File: src/rtl/lfsr_sched_pkg.sv
// Shared types and constants for the LFSR job scheduler.
package lfsr_sched_pkg;

    localparam int unsigned NUM_REQ = 2;

    typedef enum logic [1:0] {
        StIdle,
        StLoad,
        StRun,
        StResp
    } state_e;

endpackage

File: src/rtl/lfsr_rr_arb.sv
// Two-way round-robin arbiter; the last-grant pointer moves only on advance.
module lfsr_rr_arb
    import lfsr_sched_pkg::*;
(
    input  logic               clk,
    input  logic               reset,
    input  logic [NUM_REQ-1:0] req,
    input  logic               advance,
    output logic [NUM_REQ-1:0] grant
);

    // High when requester 1 was served last; reset value favours requester 0.
    logic last_q;

    always_comb begin
        grant = '0;
        unique case (req)
            2'b01:   grant = 2'b01;
            2'b10:   grant = 2'b10;
            2'b11:   grant = last_q ? 2'b01 : 2'b10;
            default: grant = '0;
        endcase
    end

    always_ff @(posedge clk) begin
        if (reset) begin
            last_q <= 1'b1;
        end else if (advance) begin
            last_q <= grant[1];
        end
    end

endmodule

File: src/rtl/lfsr_sched.sv
// Schedules seed/advance jobs from two requesters onto one shared LFSR.
// Define LFSR_SCHED_ZSEED_FIX_EN to run zero seeds as all-ones instead of rejecting them.
module lfsr_sched
    import lfsr_sched_pkg::*;
#(
    parameter int unsigned N     = 4,
    parameter int unsigned CNT_W = 8
) (
    input  logic                            clk,
    input  logic                            reset,
    input  logic [NUM_REQ-1:0]              req,
    input  logic [NUM_REQ-1:0][N-1:0]       req_seed,
    input  logic [NUM_REQ-1:0][CNT_W-1:0]   req_steps,
    output logic [NUM_REQ-1:0]              req_ready,
    output logic                            rsp_valid,
    input  logic                            rsp_ready,
    output logic                            rsp_id,
    output logic [N-1:0]                    rsp_data,
    output logic                            rsp_wrapped,
    output logic                            rsp_err,
    output logic                            lfsr_load_seed,
    output logic [N-1:0]                    lfsr_seed_data,
    input  logic [N-1:0]                    lfsr_data_in,
    input  logic                            lfsr_done_in
);

    typedef struct packed {
        logic         id;
        logic [N-1:0] data;
        logic         wrapped;
        logic         err;
    } rsp_t;

    state_e           state_q, state_d;
    logic [N-1:0]     seed_q, seed_d;
    logic [CNT_W-1:0] steps_q, steps_d;
    logic [CNT_W-1:0] cnt_q, cnt_d;
    logic             id_q, id_d;
    logic             wrap_q, wrap_d;
    rsp_t             rsp_q, rsp_d;

    logic [NUM_REQ-1:0] grant;
    logic               advance;
    logic               grant_id;
    logic [N-1:0]       grant_seed;
    logic               wrap_now;

    lfsr_rr_arb u_arb (
        .clk     (clk),
        .reset   (reset),
        .req     (req),
        .advance (advance),
        .grant   (grant)
    );

    assign grant_id   = grant[1];
    assign grant_seed = req_seed[grant_id];
    assign advance    = (state_q == StIdle) && (|req) && !reset;
    assign req_ready  = advance ? grant : '0;

    always_comb begin
        state_d        = state_q;
        seed_d         = seed_q;
        steps_d        = steps_q;
        cnt_d          = cnt_q;
        id_d           = id_q;
        wrap_d         = wrap_q;
        rsp_d          = rsp_q;
        wrap_now       = 1'b0;
        lfsr_load_seed = 1'b0;
        lfsr_seed_data = '0;

        unique case (state_q)
            StIdle: begin
                if (advance) begin
                    id_d    = grant_id;
                    steps_d = req_steps[grant_id];
`ifdef LFSR_SCHED_ZSEED_FIX_EN
                    seed_d  = (grant_seed == '0) ? '1 : grant_seed;
                    state_d = StLoad;
`else
                    seed_d  = grant_seed;
                    if (grant_seed == '0) begin
                        rsp_d   = '{id: grant_id, data: '0, wrapped: 1'b0, err: 1'b1};
                        state_d = StResp;
                    end else begin
                        state_d = StLoad;
                    end
`endif
                end
            end
            StLoad: begin
                lfsr_load_seed = 1'b1;
                lfsr_seed_data = seed_q;
                cnt_d          = steps_q;
                wrap_d         = 1'b0;
                state_d        = StRun;
            end
            StRun: begin
                // cnt only equals steps in the first RUN cycle, where done reflects the load.
                wrap_now = wrap_q | (lfsr_done_in && (cnt_q != steps_q));
                wrap_d   = wrap_now;
                if (cnt_q == '0) begin
                    rsp_d   = '{id: id_q, data: lfsr_data_in, wrapped: wrap_now, err: 1'b0};
                    state_d = StResp;
                end else begin
                    cnt_d = cnt_q - 1'b1;
                end
            end
            StResp: begin
                if (rsp_ready) begin
                    state_d = StIdle;
                end
            end
            default: state_d = StIdle;
        endcase
    end

    always_ff @(posedge clk) begin
        if (reset) begin
            state_q <= StIdle;
            seed_q  <= '0;
            steps_q <= '0;
            cnt_q   <= '0;
            id_q    <= 1'b0;
            wrap_q  <= 1'b0;
            rsp_q   <= '0;
        end else begin
            state_q <= state_d;
            seed_q  <= seed_d;
            steps_q <= steps_d;
            cnt_q   <= cnt_d;
            id_q    <= id_d;
            wrap_q  <= wrap_d;
            rsp_q   <= rsp_d;
        end
    end

    assign rsp_valid   = (state_q == StResp);
    assign rsp_id      = rsp_q.id;
    assign rsp_data    = rsp_q.data;
    assign rsp_wrapped = rsp_q.wrapped;
    assign rsp_err     = rsp_q.err;

endmodule

File: config.mk
export PLATFORM = sky130hd
export DESIGN_NAME = lfsr_sched
export DESIGN_NICKNAME = d
export VERILOG_FILES = /design/src/rtl/lfsr_sched_pkg.sv /design/src/rtl/lfsr_rr_arb.sv /design/src/rtl/lfsr_sched.sv
export SDC_FILE = /design/constraint.sdc
export NUM_CORES = 1
export LEC_CHECK = 0
export ABC_CLOCK_PERIOD_IN_PS = 4500
export CAP_MARGIN = 20
export CORE_MARGIN = 2
export CORE_UTILIZATION = 52
export DETAILED_ROUTE_END_ITERATION = 8
export GPL_ROUTABILITY_DRIVEN = 0
export GPL_TIMING_DRIVEN = 1
export PLACE_DENSITY = 0.83
export SLEW_MARGIN = 10
export SYNTH_ARGS = -nofsm -noshare
export SYNTH_HDL_FRONTEND = slang
export SYNTH_HIERARCHICAL = 1
export SYNTH_SLANG_ARGS = --single-unit
File: constraint.sdc
create_clock -name clk -period 4.5 [get_ports clk]
set_input_delay 0.9 -clock clk [delete_from_list [all_inputs] [get_ports clk]]
set_output_delay 0.9 -clock clk [all_outputs]
set_load 0.02 [all_outputs]
==> results of run 1 <==
## worst paths after layout
check        cells after the start  slack, ns                endpoint                    start
max                              5       0.90            req_ready[1]                   req[1]
min                              2       0.45  seed_q[3]$_SDFFE_PP0P_   seed_q[3]$_SDFFE_PP0P_
max reg2reg                      6       1.89     rsp_id$_SDFFE_PP0P_  state_q[0]$_SDFFE_PP0P_
min reg2reg                      2       0.45  seed_q[3]$_SDFFE_PP0P_   seed_q[3]$_SDFFE_PP0P_
## sequential cells by signal (all words and copies together) (netlist names)
register and cells:
state_q 2, seed_q 4, u_arb/last_q 1, cnt_q 8
rsp_data 4, rsp_id 1, id_q 1, wrap_q 1
rsp_err 1, steps_q 8, rsp_wrapped 1
## cells by family (layout without fill, tap and decap cells)
kind of cell	count (synthesis)	in the layout	synth area share (%)
simple gates	72	72	22.0
compound gates	52	52	18.9
flops	32	32	34.3
buf+inv	24	72	4.82
mux	21	21	11.6
xor+xnor	8	8	3.75
fa+ha+maj	7	7	4.69
## synth_stat cells, types with 2 or more instances
cell	instances	area, sq um
nor4_4	2	42.5
a21o_1	3	22.5
nand2_1	22	82.6
a221oi_1	2	17.5
ha_1	7	87.6
nand2b_1	5	31.3
inv_1	13	48.8
nor3b_1	3	22.5
a211oi_1	2	15.0
nor3_1	3	15.0
a311oi_1	3	26.3
o21ai_0	16	80.1
nor4_1	3	18.8
nor2_1	9	33.8
nand4_1	3	18.8
nand3_1	4	20.0
nand3b_1	5	37.5
a31oi_1	3	18.8
a21boi_0	2	15.0
a21oi_1	6	30.0
mux2i_1	19	190
xnor2_1	8	70.1
nor2b_1	6	37.5
clkbuf_1	9	33.8
and3_1	2	12.5
dfxtp_1	32	641
and2_1	4	25.0
o211ai_1	2	15.0
## where the power goes
part / internal (uW) / switching (uW)
registers: 327 / 49.6
logic: 175 / 214
clock network: 148 / 104
total: 650 / 367
## per-stage QoR
step / total power, uW / hold slack (ns) / std cells / setup WS, ns / util, %
5_1_grt: 1080 / 0.498 / 310 / 0.835 / 73.3
4_1_cts: 1020 / 0.456 / 310 / 0.891 / 73.3
6_report: 1020 / 0.451 / 310 / 0.897 / 73.3
2_1_floorplan: 644 / 0.417 / 216 / 1.94 / -
3_5_place_dp: 764 / 0.434 / 302 / 0.906 / 70.5
3_3_place_gp: 754 / 0.428 / 302 / 0.945 / 70.5
## placed cells by master (no fill, tap or decap), types with 3 or more instances in the layout
| master | instances |
|---|---|
| xnor2_1 | 8 |
| mux2i_1 | 19 |
| nand3_1 | 4 |
| nor3_1 | 3 |
| nand4_1 | 3 |
| a311oi_1 | 3 |
| o21ai_0 | 16 |
| nand3b_1 | 5 |
| nand2b_1 | 5 |
| ha_1 | 7 |
| dfxtp_1 | 32 |
| a21o_1 | 3 |
| inv_1 | 13 |
| a31oi_1 | 3 |
| a21oi_1 | 6 |
| and2_1 | 4 |
| nor4_1 | 3 |
| clkdlybuf4s50_1 | 48 |
| clkbuf_4 | 5 |
| nor2b_1 | 6 |
| nand2_1 | 22 |
| nor3b_1 | 3 |
| nor2_1 | 9 |
## metal layers
| metal | global-route usage (%) | vias to the layer above |
|---|---|---|
| met3 | 7.04 | 8 |
| met1 | 31.5 | 808 |
| met5 | 0 | - |
| met2 | 40.1 | 59 |
| li1 | - | 871 |
| met4 | 8.97 | 0 |
## critical path, stage by stage
cell and delay [ns]:
clkdlybuf4s50_1 0.52, a21boi_2 0.17, buf_4 0.28, and3_1 0.22, clkdlybuf4s50_1 0.61
## cell type report
| type | count | area [sq um] | area share, % |
|---|---|---|---|
| clock buffer | 7 | 65.1 | 2.62 |
| clock inverter | 1 | 30.0 | 1.21 |
| inverter | 14 | 52.6 | 2.12 |
| multi-input combinational | 160 | 1140 | 46.0 |
| sequential | 32 | 641 | 25.8 |
| tap | 46 | 57.6 | 2.32 |
| timing repair buffer | 50 | 495 | 19.9 |
==> impl_metrics.yaml, run 1 <==
critical_path:
  required_ns: 3.60
  path_class: "input pin to primary output"
  path_max_fanout: 18
  arrival_ns: 2.70
  crit_path_end_kind: "primary output"
  startpoint_type: "input pin"
finish:
  num_antenna_cells: 0
  nFillCells: 254
  layout.nets: 304
  drive_gt1_share_pct: 7.58
  stdcell_area_sq_um: 2480
  area_growth_pct: 32.9
clock_tree:
  post_cts_buffers: 0
  cts_hold_buf: 0
  clk_latency_ns: 0.35
  cts_buffers: 5
  cts.sinks: 32
  clk_path_buf_depth: 2
  cts.repair.resized: 0
  ctsHtreeMaxLevel: 2
  cts_root_buf: "clkbuf_4"
  cts_tree: "done"
  clk_pin_slew_ns: 0.09
drt:
  wl_met3_um: 303
  wirelength_um: 4530
  drc: 0
  antenna_left: 0
  vias: 1746
  first_pass_iters: 4
  vias_per_cell: 5.63
  wire_per_inst_um: 14.6
  top_layer: "met4"
  met1Wirelength_um: 1990
  met2_length_um: 2150
  first_iter_violations: 107
sta:
  fin_tns_setup_ns: 0
  rsz0062_at_grt: "no"
  finalSetupViolCount: 0
  fin_worst_skew_ns: 0.0209
  fmax_mhz: 278
  finalCriticalPeriod_ns: 3.60
  drv_slew: 0
  fin_crit_sh_pct: 80.1
  finalHoldViolations: 0
  worst_slew_margin_rel_pct: 41.4
  worst_pin_slew_ns: 0.878
min_path:
  min_path_type: "register to register"
status:
  outcome: "finished clean"
floorplan:
  pin_count: 49
  die-area_sq_um: 4090
  row_count: 21
  die_y_um: 64.0
  fp.coreArea_sq_um: 3390
  start_util_pct: 55.1
  die_width_um: 64.0
placed_design:
  dp_hpwl_um: 3290
  place_area_sq_um: 2390
  port_buffers: 48
logic_synthesis:
  ys_seq_area_share_pct: 34.3
  async_reset_ff_share_pct: 0
  syn_area_sq_um: 1870
  synthFlopType: "dfxtp_1"
  yosysWarnings: 6
  synthCells: 216
  synth-edff-count: 0
  synth_area_per_cell_sq_um: 8.65
  ys_ff_latch: 32
  syn_nets: 257
  yosysUniqueCellTypes: 46
pwr:
  leakage_uw: 0.000908
  vdd_drop_max_v: 0.000232
  power_density_nw_per_um2: 409
global_routing:
  antenna_found_initial: 0
  track_usage_pct: 24.9
  grt_first_pass_wirelength_um: 7890
  grt_max_degree: 29
  grt_pass1_vias: 1755
  grt_overflow: 0
job:
  maxCapViolCount: 0
Power figures use the tool's default switching activity.
==> run 2: changes to the inputs <==
ABC_CLOCK_PERIOD_IN_PS = 3250   (was 4500)
CORE_UTILIZATION = 44   (was 52)
PLACE_DENSITY = 0.74   (was 0.83)
clock period = 3.25 ns   (was 4.5 ns; I/O delays follow)
==> impl_metrics.yaml, run 2 (synthesized netlist as in run 1, its figures left out) <==
sta:
  finalCriticalPeriod_ns: 2.88
  worst_slew_margin_rel_pct: 38.2
  fin_tns_setup_ns: 0
  worst_pin_slew_ns: 0.924
  fin_crit_sh_pct: 88.6
  finalHoldViolations: 0
  fin_worst_skew_ns: 0.00725
  rsz0062_at_grt: "no"
  drv_slew: 0
  fmax_mhz: 347
  finalSetupViolCount: 0
global_routing:
  grt_overflow: 0
  track_usage_pct: 20.4
  grt_max_degree: 28
  grt_pass1_vias: 1749
  grt_first_pass_wirelength_um: 7940
  antenna_found_initial: 0
status:
  outcome: "finished clean"
clock_tree:
  cts_tree: "done"
  clk_pin_slew_ns: 0.06
  clk_latency_ns: 0.28
  cts.sinks: 32
  cts_hold_buf: 0
  clk_path_buf_depth: 2
  cts.repair.resized: 0
  post_cts_buffers: 0
  cts_buffers: 5
  ctsHtreeMaxLevel: 2
  cts_root_buf: "clkbuf_8"
finish:
  area_growth_pct: 33.0
  reg_top3: "cnt_q: 8 flops, steps_q: 8 flops"
  drive_gt1_share_pct: 7.55
  seqCellArea_sq_um: 641
  layout.nets: 306
  stdcell_area_sq_um: 2490
  nFillCells: 363
  mostFrequentLayoutCells: "clkdlybuf4s50_1, dfxtp_1, nand2_1"
  num_antenna_cells: 0
  multi_input_area_sq_um: 1140
  final_common_cell: "clkdlybuf4s50_1"
critical_path:
  path_class: "input pin to primary output"
  crit_path_end_kind: "primary output"
  rr_worst_depth: 6
  cp_slowest_cell: "clkdlybuf4s50_1"
  crit_path_frequent_cell: "clkdlybuf4s50_1"
  required_ns: 2.60
  arrival_ns: 2.23
  path_max_fanout: 5
  crit_path_max_incr_delay_ns: 0.62
  crit_chain: "clkdlybuf4s50_1 -> o21ba_2 -> and3_1 -> clkdlybuf4s50_1"
  startpoint_type: "input pin"
drt:
  vias: 1696
  wire_per_inst_um: 14.6
  first_pass_iters: 4
  wirelength_um: 4590
  vias_per_cell: 5.38
  antenna_left: 0
  drc: 0
  first_iter_violations: 117
placed_design:
  place_area_sq_um: 2410
  port_buffers: 48
  dp_hpwl_um: 3370
floorplan:
  pin_count: 49
  die_y_um: 69.2
  die_width_um: 69.2
  start_util_pct: 46.1
  row_count: 23
  die-area_sq_um: 4790
  fp.coreArea_sq_um: 4060
min_path:
  worstHoldPathCells: 2
  min_path_type: "register to register"
pwr:
  leakage_uw: 0.000907
  power_density_nw_per_um2: 542
  swShare_pct: 37.3
  p_sw_uw: 503
  p_seq_share_pct: 38.7
  comb_power_share_pct: 40.2
  clkPwrFrac_pct: 21.1
  vdd_drop_max_v: 0.000301
  p_int_uw: 844
job:
  maxCapViolCount: 0
## run 2: cell types whose count changed in the layout (fill, tap and decap cells not counted)
cell,change
buf_4,+2
bufinv_16,-1
clkbuf_1,+1
clkbuf_4,-5
clkbuf_8,+3
clkinv_2,+1
## run 2: critical path, delay by kind of cell
| kind | cells | cell delay (ns) |
|---|---|---|
| compound gates | 1 | 0.21 |
| buf+inv | 2 | 1.16 |
| simple gates | 1 | 0.20 |
## run 2: layout make-up
cell class	count	share of cell area, %
clock buffer	6	2.92
clock inverter	1	0.201
inverter	14	2.11
multi-input combinational	160	45.9
sequential	32	25.8
tap	50	2.52
timing repair buffer	52	20.5
## run 2: path summary, 6_finish.rpt
kind                                         startpoint                      to  slack (ns)
worst min register to register   seed_q[3]$_SDFFE_PP0P_  seed_q[3]$_SDFFE_PP0P_        0.45
worst max-delay path                             req[0]            req_ready[1]        0.37
worst min-delay path             seed_q[3]$_SDFFE_PP0P_  seed_q[3]$_SDFFE_PP0P_        0.45
worst max register to register  state_q[0]$_SDFFE_PP0P_     rsp_id$_SDFFE_PP0P_        0.96
## run 2: per-layer routing
| metal | vias up | global-route usage (%) | routed length (um) |
|---|---|---|---|
| li1 | 866 | - | - |
| met1 | 773 | 26.9 | 2180 |
| met2 | 52 | 32.9 | 2140 |
| met3 | 5 | 4.22 | 200 |
| met4 | 0 | 7.41 | 60 |
| met5 | - | 0 | 0 |
## run 2: power by group through the flow
stage               clock, uW  sequential, uW  combinational [uW]
floorplan                   0             513                 378
global placement            0             527                 528
detailed placement          0             529                 534
CTS                       292             520                 541
global route              310             530                 602
finish                    284             521                 542
## run 2: metrics by stage
stage               total power [uW]  setup WS, ns  hold WS, ns  util [%]  std cells
floorplan                        891          1.19        0.417         -        216
global placement                1050         0.449        0.428      59.4        308
detailed placement              1060         0.378        0.437      59.4        308
CTS                             1350         0.376        0.449      61.3        315
global route                    1440         0.344        0.485      61.3        315
finish                          1350         0.371        0.451      61.3        315
